## config.mk

```make
export PLATFORM = sky130hd
export DESIGN_NAME = axis_downsizer
export DESIGN_NICKNAME = d
export VERILOG_FILES = /design/src/rtl/axis_downsizer.sv
export SDC_FILE = /design/constraint.sdc
export NUM_CORES = 1
export LEC_CHECK = 0
export BUFFER_PORTS_ARGS = -buffer_cell sky130_fd_sc_hd__buf_2
export CAP_MARGIN = 20
export CORE_MARGIN = 2
export CORE_UTILIZATION = 59
export DETAILED_ROUTE_END_ITERATION = 8
export GPL_TIMING_DRIVEN = 0
export PLACE_DENSITY_LB_ADDON = 0.2
export SKIP_CTS_REPAIR_TIMING = 1
export SLEW_MARGIN = 25
export SYNTH_ARGS = -nofsm -noshare
export SYNTH_HDL_FRONTEND = slang
export SYNTH_SLANG_ARGS = --single-unit
```

## constraint.sdc

```tcl
create_clock -name aclk -period 6.2 [get_ports aclk]
set_input_delay 0.62 -clock aclk [delete_from_list [all_inputs] [get_ports aclk]]
set_output_delay 0.62 -clock aclk [all_outputs]
set_load 0.01 [all_outputs]
```

## src/rtl/axis_downsizer.sv

```systemverilog
// AXI4-Stream width downsizer: splits each N_IN-byte beat into N_OUT-byte sub-words, skipping null ones.
// First sub-word 1 cycle after acceptance; a new beat is taken only with the last sub-word leaving, so m_tready stalls the slave side.
module axis_downsizer #(
  parameter int N_IN  = 4,
  parameter int N_OUT = 1,
  parameter int U     = 1,
  parameter int R     = N_IN / N_OUT
) (
  input  logic                 aclk,
  input  logic                 aresetn,
  input  logic                 s_tvalid,
  output logic                 s_tready,
  input  logic [8*N_IN-1:0]    s_tdata,
  input  logic [N_IN-1:0]      s_tkeep,
  input  logic                 s_tlast,
  input  logic [U-1:0]         s_tuser,
  output logic                 m_tvalid,
  input  logic                 m_tready,
  output logic [8*N_OUT-1:0]   m_tdata,
  output logic [N_OUT-1:0]     m_tkeep,
  output logic                 m_tlast,
  output logic [U-1:0]         m_tuser
);

  localparam int SW = 8 * N_OUT;
  localparam logic [0:0] IDLE = 1'b0;
  localparam logic [0:0] BUSY = 1'b1;

  generate
    if ((N_IN % N_OUT) != 0 || R < 2 || (R * N_OUT) != N_IN) begin : g_bad_cfg
      $error("axis_downsizer: N_IN must be an integer multiple of N_OUT with N_IN/N_OUT >= 2");
    end
  endgenerate

  logic [0:0]          r_state;
  logic [R-1:0]        r_pend;
  logic [8*N_IN-1:0]   r_data;
  logic [N_IN-1:0]     r_keep;
  logic                r_last;
  logic [U-1:0]        r_user;
  logic                r_m_tvalid;
  logic [SW-1:0]       r_m_tdata;
  logic [N_OUT-1:0]    r_m_tkeep;
  logic                r_m_tlast;
  logic [U-1:0]        r_m_tuser;

  logic                w_accept;
  logic                w_xfer;
  logic                w_one_pend;
  logic [R-1:0]        w_in_mask;
  logic [R-1:0]        w_nmask;
  logic                w_nlast_only;
  logic [8*N_IN-1:0]   w_sdata;
  logic [N_IN-1:0]     w_skeep;
  logic                w_slast;
  logic [U-1:0]        w_suser;
  int                  w_idx;

  assign w_one_pend = (r_pend != '0) && ((r_pend & (r_pend - R'(1))) == '0);
  assign s_tready   = (r_state == IDLE) || (w_one_pend && m_tready);
  assign w_accept   = s_tvalid && s_tready;
  assign w_xfer     = r_m_tvalid && m_tready;

  // An all-null beat carrying tlast still has to deliver the end-of-packet marker on sub-word 0.
  always_comb begin
    w_in_mask = '0;
    for (int i = 0; i < R; i++) begin
      w_in_mask[i] = |s_tkeep[i*N_OUT +: N_OUT];
    end
    if (w_in_mask == '0 && s_tlast) begin
      w_in_mask[0] = 1'b1;
    end
  end

  always_comb begin
    w_nmask = r_pend;
    w_sdata = r_data;
    w_skeep = r_keep;
    w_slast = r_last;
    w_suser = r_user;
    if (w_accept) begin
      w_nmask = w_in_mask;
      w_sdata = s_tdata;
      w_skeep = s_tkeep;
      w_slast = s_tlast;
      w_suser = s_tuser;
    end else if (w_xfer) begin
      w_nmask = r_pend & (r_pend - R'(1));
    end
  end

  always_comb begin
    w_idx = 0;
    for (int i = R - 1; i >= 0; i--) begin
      if (w_nmask[i]) begin
        w_idx = i;
      end
    end
  end

  assign w_nlast_only = (w_nmask & (w_nmask - R'(1))) == '0;

  always_ff @(posedge aclk) begin
    if (!aresetn) begin
      r_state    <= IDLE;
      r_pend     <= '0;
      r_data     <= '0;
      r_keep     <= '0;
      r_last     <= 1'b0;
      r_user     <= '0;
      r_m_tvalid <= 1'b0;
      r_m_tdata  <= '0;
      r_m_tkeep  <= '0;
      r_m_tlast  <= 1'b0;
      r_m_tuser  <= '0;
    end else if (w_accept || w_xfer) begin
      r_pend     <= w_nmask;
      r_state    <= (w_nmask != '0) ? BUSY : IDLE;
      r_m_tvalid <= (w_nmask != '0);
      if (w_accept) begin
        r_data <= s_tdata;
        r_keep <= s_tkeep;
        r_last <= s_tlast;
        r_user <= s_tuser;
      end
      if (w_nmask != '0) begin
        r_m_tdata <= w_sdata[w_idx*SW +: SW];
        r_m_tkeep <= w_skeep[w_idx*N_OUT +: N_OUT];
        r_m_tlast <= w_slast && w_nlast_only;
        r_m_tuser <= w_suser;
      end
    end
  end

  assign m_tvalid = r_m_tvalid;
  assign m_tdata  = r_m_tdata;
  assign m_tkeep  = r_m_tkeep;
  assign m_tlast  = r_m_tlast;
  assign m_tuser  = r_m_tuser;

endmodule
```

# [After elaboration in Yosys (flattened, before gate mapping)]
# Index checks and enable logic that the tools add are counted.
[word_totals] output_inout_bits=13 reg_bits=55 inputBits=42 word_cells=44
[op_classes] n_reduce_logical=14 mux=12 shift=2 addsub=2 bitwise=3
[ops] op="2-to-1 mux 32 bit" count=4
[ops] op="indexed part select 32 x 32 -> 8 bit" count=1
[ops] op="indexed part select 4 x 32 -> 1 bit" count=1
[ops] op="zero test 4 bit" count=3
[ops] op="2-to-1 mux 4 bit" count=3
[ops] op="AND 4 bit" count=2
[ops] op="nonzero test 4 bit" count=2
[ops] op="subtractor 4 x 1 -> 4 bit, second input constant" count=2
[ops] op="logical AND 1 bit" count=6
[ops] op="2-to-1 mux 1 bit" count=4
[ops] op="logical OR 1 bit" count=2
[ops] op="2-to-1 mux 2 bit" count=1
[ops] op="AND reduction 2 bit" count=1
[ops] op="NOT 1 bit" count=1

# [Longest topological paths before layout]
[depth] word_depth=13 ltp_mapped=9 depth_no_buf=7

# [Worst setup path after synthesis]
# OpenSTA, ideal clock, no wires.
[synth_path] path_type="input -> register" start="input port s_tkeep[1]" end="register r_m_tdata[5], in the netlist m_tdata[5]" arrival_ns=2.111 path_stages=7 path_buffers=1 t_required_ns=6.084 setup_ns=0.116 path_slack_ns=3.973 path_cell_list="nor4b_1 -> o21ai_0 -> o211ai_2 -> o31ai_4 -> buf_2 -> and3_1 -> a31o_2"
[synth_between] elab_chain_len=6 elab_cells_between_ends=9 classes_between="1 x shift; 4 x mux; 4 x reduce/logical"
[synth_rtl] element="from (decl)" line_no="14" text="input logic [N_IN-1:0] s_tkeep,"
[synth_rtl] element="zero test 4 bit" line_no="70" text="if (w_in_mask == '0 && s_tlast) begin"
[synth_rtl] element="logical AND 1 bit" line_no="70"
[synth_rtl] element="2-to-1 mux 1 bit" line_no="70"
[synth_rtl] element="2-to-1 mux 4 bit *" line_no="81" text="if (w_accept) begin"
[synth_rtl] element="2-to-1 mux 32 bit or nonzero test 4 bit (tied branches)" line_no="95, 126"
[synth_rtl] element="indexed part select 32 x 32 -> 8 bit or AND reduction 2 bit (tied branches)"
[synth_rtl] element="to (signal assigned)" line_no="127" text="r_m_tdata <= w_sdata[w_idx*SW +: SW];"
[synth_rtl] element="to (decl)" line_no="42" text="logic [SW-1:0] r_m_tdata;"
# Mark *: on every way between the ends. The rest lies on a longest branch, timed or not.
# A chain may end at the register's enable or synchronous reset.

# [Worst setup path in the final report]
[layout_path] start="register r_pend[0]" end="register r_m_tdata[5], in the netlist m_tdata[5]"
[layout_between] elab_chain_len=13 elab_cells_between_ends=19 classes_between="1 x add/sub; 1 x shift; 7 x mux; 1 x bitwise; 9 x reduce/logical"
[layout_rtl] element="from (decl)" line_no="36" text="logic [R-1:0] r_pend;"
[layout_rtl] element="from (signal assigned)" line_no="117" text="r_pend <= w_nmask;"
[layout_rtl] element="subtractor 4 x 1 -> 4 bit" line_no="59, 88"
[layout_rtl] element="AND 4 bit" line_no="59, 88"
[layout_rtl] element="zero test 4 bit" line_no="59" text="assign w_one_pend = (r_pend != '0) && ((r_pend & (r_pend - R'(1))) == '0);"
[layout_rtl] element="logical AND 1 bit" line_no="59"
[layout_rtl] element="logical AND 1 bit" line_no="60" text="assign s_tready = (r_state == IDLE) || (w_one_pend && m_tready);"
[layout_rtl] element="logical OR 1 bit" line_no="60"
[layout_rtl] element="logical AND 1 bit" line_no="61" text="assign w_accept = s_tvalid && s_tready;"
[layout_rtl] element="2-to-1 mux 4 bit" line_no="81"
[layout_rtl] element="2-to-1 mux 2 bit" line_no="95" text="if (w_nmask[i]) begin"
[layout_rtl] element="2-to-1 mux 32 bit (3 in a row)" line_no="95"
[layout_rtl] element="indexed part select 32 x 32 -> 8 bit" line_no="127"
# Several ways; a longest one is shown, not always the timed one.

==> flow_summary_export.csv <==
group,metric,value,unit
outcome,status,"finished clean",
global_routing,gr-total-overflow,0,
timing,slew_headroom,60.8,%
pwr,p_sw_share,33.1,%
worst_hold_path,hp-class,"reg -> reg",
timing,period_minus_slack,2.59,ns
detailed_routing,viasPerCell,5.69,
setup_path,crit_path_start,"r_pend[0]",
placement,gp_congestion,0.845,
detailed_routing,totalWireLength,5960,µm
logic_synthesis,synth_top_area_cell,"dfxtp_1",
floorplanning,die_area,5090,µm²
placement,portBuffers,54,
floorplanning,dieHeight,71.4,µm
final_layout,fin_nets,377,
final_layout,area_delta_synth_final,15.6,%
logic_synthesis,ys_top_cells_by_area,"dfxtp_1 40%, mux2i_1 12%, nor2b_1 7.2%",
pwr,cellPowerDensity,283,nW/µm²
timing,worst_pin_slew,0.585,ns
floorplanning,die_w,71.4,µm
timing,rsz0062_at_grt,"no",
clock_network,clock_latency,0.30,ns
logic_synthesis,synth_seq_cells,54,
clock_network,cts_root_buffer,"clkbuf_8",
clock_network,cts_tree,"yes",
logic_synthesis,seq_area_frac_synth,40.4,%
clock_network,clk_path_buf_depth,2,
floorplanning,rows,24,
placement,placed_area,3010,µm²
detailed_routing,wire_per_inst,15.4,µm
floorplanning,core_area,4350,µm²
pwr,p_int,0.586,mW
timing,period_share,41.7,%
placement,hpwl,4400,µm
global_routing,grt_max_degree,17,
timing,hold_viol,0,
setup_path,critPathLaunchType,"register",
logic_synthesis,ys.flop_type,"dfxtp_1",
global_routing,grt_pass1_vias,2050,
logic_synthesis,synth.top_cell.area_share,40.4,%
logic_synthesis,synthArstFlopShare,0,%
run,drv_cap,0,
pwr,comb_power_share,31.5,%
global_routing,grt_first_pass_wirelength,9610,µm
logic_synthesis,synth_edf_count,0,
timing,fin_worst_skew,0.00587,ns
setup_path,worstSetupPathType,"reg -> reg",
pwr,p_leak,1.36,nW
global_routing,antenna_found_initial,0,
timing,max_freq,386,MHz
setup_path,worstPathArrival,2.79,ns
worst_hold_path,min_from,"m_tuser",
setup_path,crit_path_max_fanout,8,
pwr,p_clk_share,22.2,%
detailed_routing,first_iter_violations,104,
logic_synthesis,synth.cell_area,2680,µm²
logic_synthesis,avgSynthCellArea,9.77,µm²
detailed_routing,firstDrtPassIters,5,
pwr,seqPwrFrac,46.3,%
setup_path,worstSetupEndpointType,"register",
detailed_routing,antenna_left,0,
final_layout,diodes,0,
timing,finalHoldWorstSlack,0.468,ns
timing,setup_viol,0,
detailed_routing,drc,0,
final_layout,final_cell_area,3090,µm²
timing,setup_tns,0,ns
floorplanning,start_util,61.5,%
setup_path,r2r-start,"r_pend[0]",
global_routing,grt_usage,23.9,%
detailed_routing,vias,2203,
timing,slew_viol_final,0,
clock_network,cts_buffers,5,
pwr,p_sw,0.290,mW
clock_network,cts.sinks,54,
pwr,peakVddDrop,0.223,mV
logic_synthesis,yosysUniqueCellTypes,50,
floorplanning,io_pins,55,
setup_path,crit_required,6.40,ns
final_layout,drive_gt1_share,28.4,%
logic_synthesis,synth_nets,316,
clock_network,cts.clk_slew.worst_paths,0.10,ns
logic_synthesis,synthCells,274,
clock_network,cts_htree_levels,2,
logic_synthesis,yosysWarnings,0,
==> flip-flops by register name (all words and copies together), names as in the netlist <==
signal / flops
r_last: 1
m_tdata: 8
r_user: 1
r_pend: 4
r_data: 32
m_tlast: 1
m_tkeep: 1
r_keep: 4
m_tuser: 1
r_state: 1
==> cells in the final DEF (no fill, tap or decap), types with 2 or more instances in the layout <==
master    instances
nand3_1          13
clkbuf_8          5
o221ai_1          8
nand2b_1          4
nor2_1            4
dfxtp_1          54
mux2i_1          31
nand3b_1          2
mux2_2            7
nand2_1          36
buf_2            56
a21boi_1          2
a31o_2            7
nor4b_2           2
and3_1            7
buf_6             3
o21ai_0           3
xor2_1            2
nor2b_1          31
o21a_1            2
o211ai_1          2
clkbuf_1          7
a21boi_0         12
and2_1            3
inv_1             4
==> Yosys cell counts (all sizes together), types with 3 or more instances <==
master,instances
o21ai,6
nand2b,4
dfxtp,54
nor4b,3
nand3,13
buf,6
and2,4
and3,7
inv,4
o221ai,8
a31o,7
o211ai,3
nor2,4
clkbuf,7
nand2,36
a21boi,15
mux2,7
nor2b,31
mux2i,31
==> metal layers <==
| layer | up-vias | routed length [µm] | global-route usage [%] |
|---|---|---|---|
| li1 | 1100 | - | - |
| met2 | 58 | 2730 | 37.6 |
| met1 | 1038 | 2870 | 33.6 |
| met4 | 0 | 65 | 6.50 |
| met5 | - | 0 | 0 |
| met3 | 7 | 300 | 5.06 |
==> stage by stage <==
step	setup slack, ns	cells	utilization, %	power [mW]
3_3_place_gp	3.38	380	69.2	0.681
3_5_place_dp	3.37	380	69.2	0.688
5_1_grt	3.49	387	71.1	0.919
2_1_floorplan	3.97	274	-	0.608
4_1_cts	3.68	387	71.1	0.875
6_report	3.61	387	71.1	0.876
==> logic make-up (layout without fill, tap and decap cells) <==
kind of cell | Yosys count | after routing | synth area share (%)
adders and majority gates | 1 | 1 | 0.374
and+or+nand+nor | 110 | 110 | 23.3
buffers and inverters | 17 | 78 | 3.46
muxes | 38 | 38 | 14.5
AOI/OAI and AO/OA | 52 | 52 | 17.3
xor gates and xnor gates | 2 | 2 | 0.655
DFF | 54 | 54 | 40.4
==> worst max-delay path, stage by stage, from the launching register on <==
cell,delay [ns]
dfxtp_1,0.50
xor2_1,0.15
a211o_2,0.38
a31oi_4,0.32
inv_1,0.15
o21ai_1,0.51
nand3_1,0.19
a31o_2,0.28
==> power by group through the flow <==
stage	combinational, mW	sequential, mW	clock, mW
finish	0.276	0.406	0.194
CTS	0.276	0.405	0.194
global route	0.302	0.410	0.207
floorplan	0.193	0.415	0
global placement	0.269	0.412	0
detailed placement	0.275	0.413	0
==> layout make-up <==
| class | instances | area [µm²] |
|---|---|---|
| Sequential cell | 54 | 1080 |
| Clock inverter | 2 | 13.8 |
| Buffer | 13 | 77.6 |
| Tap cell | 52 | 65.1 |
| Clock buffer | 5 | 68.8 |
| Timing Repair Buffer | 54 | 270 |
| Multi-Input combinational cell | 203 | 1500 |
| Fill cell | 347 | 1260 |
| Inverter | 4 | 15.0 |
==> final timing paths <==
check / endpoint / slack [ns] / depth (start not counted)
setup reg to reg: m_tdata[5] / 3.61 / 7
hold reg to reg: m_tuser / 0.47 / 2
setup / recovery: m_tdata[5] / 3.61 / 7
hold / removal: m_tuser / 0.47 / 2
(Power assumes the default switching activity.)
